File: config.mk
export PLATFORM = sky130hd
export DESIGN_NAME = seg_frame_loader
export DESIGN_NICKNAME = d
export VERILOG_FILES = /design/src/rtl/seg_frame_loader_pkg.sv /design/src/rtl/seg_frame_loader_parser.sv /design/src/rtl/seg_frame_loader.sv
export SDC_FILE = /design/constraint.sdc
export NUM_CORES = 1
export LEC_CHECK = 0
export BUFFER_PORTS_ARGS = -buffer_cell sky130_fd_sc_hd__clkbuf_2
export CAP_MARGIN = 15
export CORE_MARGIN = 2
export CORE_UTILIZATION = 46
export CTS_CLUSTER_SIZE = 8
export DETAILED_ROUTE_END_ITERATION = 10
export PLACE_DENSITY = 0.68
export SYNTH_ARGS = -nofsm -noshare
export SYNTH_HDL_FRONTEND = slang
export SYNTH_SLANG_ARGS = --single-unit
File: constraint.sdc
create_clock -name i_clk -period 8.3 [get_ports i_clk]
set_input_delay 1.66 -clock i_clk [delete_from_list [all_inputs] [get_ports i_clk]]
set_output_delay 1.66 -clock i_clk [all_outputs]
set_load 0.05 [all_outputs]
File: src/rtl/seg_frame_loader_pkg.sv
// Shared definitions for the segment-display frame loader: parser states,
// frame field constants and the frame checksum helper.
package seg_frame_loader_pkg;

    typedef enum logic [1:0] {
        ST_IDLE = 2'd0,
        ST_ADDR = 2'd1,
        ST_DATA = 2'd2,
        ST_CHK  = 2'd3
    } frame_state_t;

    localparam logic [7:0] SYNC_DEFAULT   = 8'hA5;
    localparam logic [7:0] ADDR_RSVD_MASK = 8'hF8;
    localparam int         NUM_REGS       = 8;
    localparam int         REG_W          = 32;

    // XOR of the address byte and the four data bytes.
    function automatic logic [7:0] frame_chk(input logic [7:0] addr, input logic [31:0] word);
        return addr ^ word[31:24] ^ word[23:16] ^ word[15:8] ^ word[7:0];
    endfunction

endpackage

File: src/rtl/seg_frame_loader_parser.sv
// Byte-stream frame parser: SYNC, ADDR, D3..D0, CHK. Emits a single-cycle
// commit strobe on the edge the checksum byte is accepted.
module seg_frame_parser
    import seg_frame_loader_pkg::*;
#(
    parameter logic [7:0] SYNC_BYTE = SYNC_DEFAULT
) (
    input  logic             clk,
    input  logic             rst_n,
    input  logic             rx_valid,
    input  logic [7:0]       rx_data,
    input  logic             abort,
    output logic             commit,
    output logic [2:0]       commit_addr,
    output logic [REG_W-1:0] commit_data,
    output logic             frame_ok,
    output logic             frame_err,
    output logic             busy
);

    frame_state_t     state_q, state_d;
    logic [2:0]       addr_q;
    logic [REG_W-1:0] shadow_q;
    logic [1:0]       byte_cnt_q;
    logic             err_d;

    always_comb begin
        state_d = state_q;
        commit  = 1'b0;
        err_d   = 1'b0;
        if (abort) begin
            state_d = ST_IDLE;
            err_d   = 1'b1;
        end else if (rx_valid) begin
            case (state_q)
                ST_IDLE: begin
                    if (rx_data == SYNC_BYTE)
                        state_d = ST_ADDR;
                end
                ST_ADDR: begin
                    if ((rx_data & ADDR_RSVD_MASK) != 8'h00) begin
                        err_d   = 1'b1;
                        state_d = ST_IDLE;
                    end else begin
                        state_d = ST_DATA;
                    end
                end
                ST_DATA: begin
                    if (byte_cnt_q == 2'd3)
                        state_d = ST_CHK;
                end
                ST_CHK: begin
                    state_d = ST_IDLE;
                    // Accepted addresses have ADDR[7:3] == 0, so the 3-bit copy is exact.
                    if (rx_data == frame_chk({5'b0, addr_q}, shadow_q))
                        commit = 1'b1;
                    else
                        err_d = 1'b1;
                end
                default: state_d = ST_IDLE;
            endcase
        end
    end

    always_ff @(posedge clk or negedge rst_n) begin
        if (!rst_n) begin
            state_q    <= ST_IDLE;
            addr_q     <= '0;
            shadow_q   <= '0;
            byte_cnt_q <= '0;
            frame_ok   <= 1'b0;
            frame_err  <= 1'b0;
        end else begin
            state_q   <= state_d;
            frame_ok  <= commit;
            frame_err <= err_d;
            if (abort) begin
                shadow_q   <= '0;
                byte_cnt_q <= '0;
            end else if (rx_valid) begin
                case (state_q)
                    ST_ADDR: begin
                        addr_q     <= rx_data[2:0];
                        byte_cnt_q <= '0;
                    end
                    ST_DATA: begin
                        shadow_q   <= {shadow_q[REG_W-9:0], rx_data};
                        byte_cnt_q <= byte_cnt_q + 2'd1;
                    end
                    default: ;
                endcase
            end
        end
    end

    assign commit_addr = addr_q;
    assign commit_data = shadow_q;
    assign busy        = (state_q != ST_IDLE);

endmodule

File: src/rtl/seg_frame_loader.sv
// UART frame loader for an 8-digit display: parses framed writes into an
// 8-entry register bank and aborts frames that stall between bytes.
module seg_frame_loader
    import seg_frame_loader_pkg::*;
#(
    parameter int         TIMEOUT_CYCLES = 1_000_000,
    parameter logic [7:0] SYNC_BYTE      = SYNC_DEFAULT
) (
    input  logic             i_clk,
    input  logic             i_rst_n,
    input  logic             i_rx_valid,
    input  logic [7:0]       i_rx_data,
    output logic [REG_W-1:0] rx_data_reg0,
    output logic [REG_W-1:0] rx_data_reg1,
    output logic [REG_W-1:0] rx_data_reg2,
    output logic [REG_W-1:0] rx_data_reg3,
    output logic [REG_W-1:0] rx_data_reg4,
    output logic [REG_W-1:0] rx_data_reg5,
    output logic [REG_W-1:0] rx_data_reg6,
    output logic [REG_W-1:0] rx_data_reg7,
    output logic             o_frame_ok,
    output logic             o_frame_err,
    output logic             o_busy
);

    localparam int               CNT_W   = $clog2(TIMEOUT_CYCLES + 1);
    localparam logic [CNT_W-1:0] CNT_MAX = CNT_W'(TIMEOUT_CYCLES);
    localparam logic [CNT_W-1:0] CNT_HIT = CNT_W'(TIMEOUT_CYCLES - 1);

    logic [CNT_W-1:0] gap_cnt_q;
    logic             timeout;
    logic             commit;
    logic [2:0]       commit_addr;
    logic [REG_W-1:0] commit_data;
    logic [REG_W-1:0] regs_q [NUM_REGS];

    seg_frame_parser #(
        .SYNC_BYTE(SYNC_BYTE)
    ) u_parser (
        .clk        (i_clk),
        .rst_n      (i_rst_n),
        .rx_valid   (i_rx_valid),
        .rx_data    (i_rx_data),
        .abort      (timeout),
        .commit     (commit),
        .commit_addr(commit_addr),
        .commit_data(commit_data),
        .frame_ok   (o_frame_ok),
        .frame_err  (o_frame_err),
        .busy       (o_busy)
    );

    // The counter reaches TIMEOUT_CYCLES on the edge that aborts; a byte in that cycle wins.
    assign timeout = o_busy && !i_rx_valid && (gap_cnt_q == CNT_HIT);

    always_ff @(posedge i_clk or negedge i_rst_n) begin
        if (!i_rst_n)
            gap_cnt_q <= '0;
        else if (!o_busy || i_rx_valid || timeout)
            gap_cnt_q <= '0;
        else if (gap_cnt_q != CNT_MAX)
            gap_cnt_q <= gap_cnt_q + CNT_W'(1);
    end

    always_ff @(posedge i_clk or negedge i_rst_n) begin
        if (!i_rst_n) begin
            for (int i = 0; i < NUM_REGS; i++)
                regs_q[i] <= '0;
        end else if (commit) begin
            regs_q[commit_addr] <= commit_data;
        end
    end

    assign rx_data_reg0 = regs_q[0];
    assign rx_data_reg1 = regs_q[1];
    assign rx_data_reg2 = regs_q[2];
    assign rx_data_reg3 = regs_q[3];
    assign rx_data_reg4 = regs_q[4];
    assign rx_data_reg5 = regs_q[5];
    assign rx_data_reg6 = regs_q[6];
    assign rx_data_reg7 = regs_q[7];

endmodule

* Word level (Yosys, flattened, before mapping)
Index checks and enable logic that the tools add are counted.
** Word-level totals
- Output and inout bits :: 259
- Bits of input ports :: 11
- Bits in registers :: 317
- Logic and storage cells :: 79
** Operators by class
- Equal/unequal tests :: 10
- Add/sub/neg operators :: 2
- $lt $le $gt $ge :: 2
- Multiplexer cells :: 26
- Reductions and logical operators :: 18
- Bitwise gates (word level) :: 6
** Operator list (count)
- $bwmux W256 :: 1
- $mux W32 :: 4
- $demux W32 S3 :: 1
- $mux W20 :: 2
- $xor A8 B8 Y8 :: 3
- $add A20 B1 Y20 const B :: 1
- $eq A20 B20 Y1 const B :: 1
- $ne A20 B20 Y1 const B :: 1
- $mux W2 :: 7
- $eq A8 B8 Y1 :: 1
- $eq A8 B8 Y1 const B :: 1
- $mux W1 :: 8
- $pmux W2 S4 :: 1
- $reduce_bool A2 Y1 :: 4
- $reduce_bool A8 Y1 :: 1
- $xor A3 B8 Y8 :: 1
- $eq A2 B2 Y1 const B :: 3
- $ne A3 B2 Y1 const B :: 2
- $reduce_and A3 Y1 :: 2
- $ge A4 B4 Y1 const B :: 1
- $lt A4 B1 Y1 const B :: 1
- $not A3 Y4 :: 1
- $pmux W2 S2 :: 1
- $reduce_and A2 Y1 :: 2
- 9 further kinds :: 13

* Longest topological paths before layout
- Depth in word-level cells :: 9
- Depth in mapped cells :: 8
- Mapped depth without buffers :: 6

* Modules after synthesis
From an unflattened synthesis, not the netlist that was laid out.
** Second synthesis, totals
- Cell total of the unflattened synthesis :: 819
- Area, all modules :: 12518.3 um^2
** By module, submodules not included
- seg_frame_loader :: instances 1, seq. area each 6906.6 um^2, cells an instance 669, area each 10596.4 um^2
- seg_frame_parser :: instances 1, seq. area each 1026.0 um^2, cells an instance 150, area each 1921.8 um^2

* Least setup slack after synthesis
OpenSTA, ideal clock, no wires.
- Kind :: input to register
- Start point :: input port i_rx_data[0]
- End point :: register regs_q, in the netlist rx_data_reg0[12]
- Arrival time :: 3674 ps
- Library setup time :: 125 ps
- Slack :: 4502 ps
- Buffers on the path :: 1
- Cell stages on the path :: 6
- Data required time :: 8175 ps
- Cells stage by stage :: xnor2_1 -> xnor3_1 -> nor4_2 -> nand4_1 -> clkbuf_1 -> mux2_2
** On the way
- Longest elaborated chain between the ends :: 5
** Ends and longest elaborated chain
- start: declaration :: RTL line seg_frame_loader.sv:12 : input logic [7:0] i_rx_data,
- $eq A8 B8 Y1 :: RTL line seg_frame_loader_parser.sv:55 : if (rx_data == frame_chk({5'b0, addr_q}, shadow_q))
- $mux W1 :: RTL line seg_frame_loader_parser.sv:55
- $mux W1 :: RTL line seg_frame_loader_parser.sv:35 : case (state_q)
- $mux W1 :: RTL line seg_frame_loader_parser.sv:34 : end else if (rx_valid) begin
- $mux W1 :: RTL line seg_frame_loader_parser.sv:31 : if (abort) begin
- end signal: indexed assignment :: RTL line seg_frame_loader.sv:70 : regs_q[commit_addr] <= commit_data;
- end: declaration :: RTL line seg_frame_loader.sv:35 : logic [REG_W-1:0] regs_q [NUM_REGS];
No other way between the ends.
A chain may end at the register's enable or synchronous reset.

* Worst setup path in the final report
- Start point :: input port i_rx_data[0]
- End point :: register regs_q, in the netlist rx_data_reg5[2]
Same word-level chain as after synthesis.

==> flow_summary.json <==
{
  "outcome": "finished, final reports clean",
  "routedWlPerCell_um": 21.0,
  "ys_ff_latch": 317,
  "syn_inst": 903,
  "synth.area.top_cells": "dfrtp_1, mux2_2, nand2_1",
  "grt.total_usage": 0.220,
  "die_w_um": 170,
  "overflow": 0,
  "rsz0062_at_grt": "false",
  "cts_setup_buffers": 0,
  "die_h_um": 170,
  "place.gp.congestion": 0.779,
  "crit_required_ps": 8710,
  "die_area_um2": 29000,
  "hp-class": "reg2reg",
  "grt_pass1_wl_mm": 48.7,
  "period_minus_slack_ps": 4590,
  "nets": 1174,
  "initial_core_util": 0.470,
  "fin_ws_ps": 3710,
  "synth_edf_count": 0,
  "yosys.area.top_type_share": 0.624,
  "place_hpwl_mm": 20.5,
  "drc": 0,
  "crit_end": "rx_data_reg5[2]",
  "clock_skew_ps": 18.7,
  "cp-startpoint": "i_rx_data[0]",
  "power_w": 0.00321,
  "h-tree-depth": 2,
  "synthFlopType": "dfrtp_1",
  "final_cells": 1503,
  "place_inst": 1454,
  "n_antenna_cell": 0,
  "cts_buffers": 45,
  "clk_pin_slew_ps": 50,
  "routed.top_layer": "met5",
  "end_kind": "flop",
  "setup-violations-final": 0,
  "grt_pass1_vias": 8164,
  "slew_viol_final": 0,
  "crit_path_max_fanout": 20,
  "yosysSeqAreaShare": 0.624,
  "synthToLayoutAreaGrowth_pct": 22.0,
  "clock.fmax_mhz": 218,
  "row_count": 60,
  "dpl-instance-area_um2": 14300,
  "grt_max_degree": 192,
  "tightest_slew_ps": 1090,
  "ir_drop_mv": 0.151,
  "hold_viol": 0,
  "ys_warn_count": 0,
  "antenna_left": 0,
  "fillers": 2247,
  "holdBufCountCts": 0,
  "critPathKind": "in2reg",
  "p_per_area_nw_per_um2": 207,
  "cts_tree": "done",
  "r2r_slack_ps": 4290,
  "viasPerCell": 5.37,
  "cts_root_buf": "clkbuf_16",
  "vias": 8078,
  "yosysMostFrequentCell": "dfrtp_1",
  "post-route-period-util": 0.553,
  "max_slew_margin": 0.270,
  "synth_common_cells": "dfrtp_1, mux2_2, nand2_1, clkbuf_1, a21oi_1",
  "r2r_end": "rx_data_reg5[2]",
  "wl_met2_mm": 14.6,
  "finish.instance_area_um2": 15500,
  "drive_above_1_share": 0.512,
  "antenna_found_initial": 1,
  "r2r_cells": 6,
  "pre_cts_slack_ps": 3190,
  "start_kind": "primary input",
  "clock_latency_ps": 540,
  "cp_data_arrival_time_ps": 5000,
  "syn_area_um2": 12700,
  "drt-pass1-iter-count": 5,
  "cts_resized": 0,
  "reg2reg_from": "u_parser.commit_data[21]",
  "synth.distinct_cells": 38,
  "power.leakage_nw": 8.32,
  "async_reset_ff_frac": 1.00,
  "routed_wl_mm": 31.6,
  "clockBufferDepth": 3,
  "setup-tns-final_ps": 0,
  "core_um2": 27000,
  "port_buffers": 269,
  "cap_violations": 0,
  "avgSynthCellArea_um2": 14.1,
  "m1WireLength_mm": 13.7,
  "synth_top_cell_by_area": "dfrtp_1",
  "ios": 270,
  "cts.sink_count": 317,
  "dr_wl_met3_mm": 2.51,
  "syn_nets": 917,
  "drtIter0Drc": 456
}
==> cell usage in the layout (no fill, tap or decap), types with 2 or more instances in the layout <==
master / n
clkbuf_16: 46
or2_2: 2
xnor3_1: 8
and3b_1: 2
mux2_2: 259
nand4_1: 11
o2bb2ai_1: 2
clkbuf_2: 268
nor3b_1: 2
and3_1: 5
nor4_2: 2
inv_1: 3
xnor2_1: 25
ha_1: 3
nor2_1: 24
or4_1: 3
nor3_1: 7
and4_1: 2
nand3_1: 7
a21oi_1: 35
or3_1: 2
xor2_1: 13
nor4_1: 3
o21ai_0: 2
dfrtp_1: 317
mux2i_1: 2
nand2_1: 80
buf_4: 10
==> layout make-up <==
class                   count  area (um2)  share of cell area
clock buffers              46        1150              0.0743
clock inverters             3        43.8             0.00283
inverters                   3        11.3            0.000727
multi-input cells         513        4480               0.289
flip-flops and latches    317        7930               0.512
well taps                 341         427              0.0275
repair buffers            280        1450              0.0936
==> how the worst min path moves through the flow <==
| stage | start | depth (start not counted) | to | slack (ps) |
|---|---|---|---|---|
| final | rx_data_reg1[23] | 1 | rx_data_reg1[23] | 500 |
| after global placement | rx_data_reg3[25] | 1 | rx_data_reg3[25] | 490 |
| after global routing | rx_data_reg3[3] | 1 | rx_data_reg3[3] | 510 |
| after floorplan | u_parser.byte_cnt_q[1] | 1 | u_parser.byte_cnt_q[1] | 480 |
| after CTS | rx_data_reg2[20] | 1 | rx_data_reg2[20] | 500 |
| after detailed placement | rx_data_reg3[20] | 1 | rx_data_reg3[20] | 490 |
==> stage by stage <==
stage | hold slack, ps | utilization
global placement | 487 | 0.529
detailed placement | 492 | 0.529
floorplan | 481 | -
global route | 506 | 0.574
CTS | 503 | 0.574
finish | 498 | 0.574
==> sequential cells by signal, summed over array words and instances (netlist names) <==
signal / count
gap_cnt_q: 20
rx_data_reg0: 32
rx_data_reg1: 32
rx_data_reg2: 32
rx_data_reg3: 32
rx_data_reg4: 32
rx_data_reg5: 32
rx_data_reg6: 32
rx_data_reg7: 32
u_parser.byte_cnt_q: 2
u_parser.commit_addr: 3
u_parser.commit_data: 32
u_parser.frame_err: 1
u_parser.frame_ok: 1
u_parser.state_q: 2
==> kinds of logic after synthesis <==
group | Yosys count | synth area share
flip-flops | 317 | 0.624
multiplexers | 261 | 0.231
AND/OR/NAND/NOR | 159 | 0.0590
buffers and inverters | 73 | 0.0231
XOR/XNOR | 46 | 0.0404
AO/OA/AOI/OAI | 44 | 0.0192
adder cells (fa/ha/maj) | 3 | 0.00295
==> per-layer routing <==
metal / track usage / vias up
met4: 0.0647 / 2
met1: 0.294 / 4141
met3: 0.0649 / 61
met2: 0.348 / 263
li1: - / 3611
met5: 0 / -
==> critical path: stages <==
cell	delay, ps
clkbuf_2	120
xnor2_1	170
xnor3_1	420
nor4_2	750
nand4_1	960
buf_4	580
mux2_2	320
==> power by group <==
| part | switching, W | internal, W |
|---|---|---|
| clock network | 0.000623 | 0.000971 |
| logic | 0.0000391 | 0.0000150 |
| registers | 0.00000580 | 0.00155 |
No activity file was read; power rests on OpenSTA's default activity.
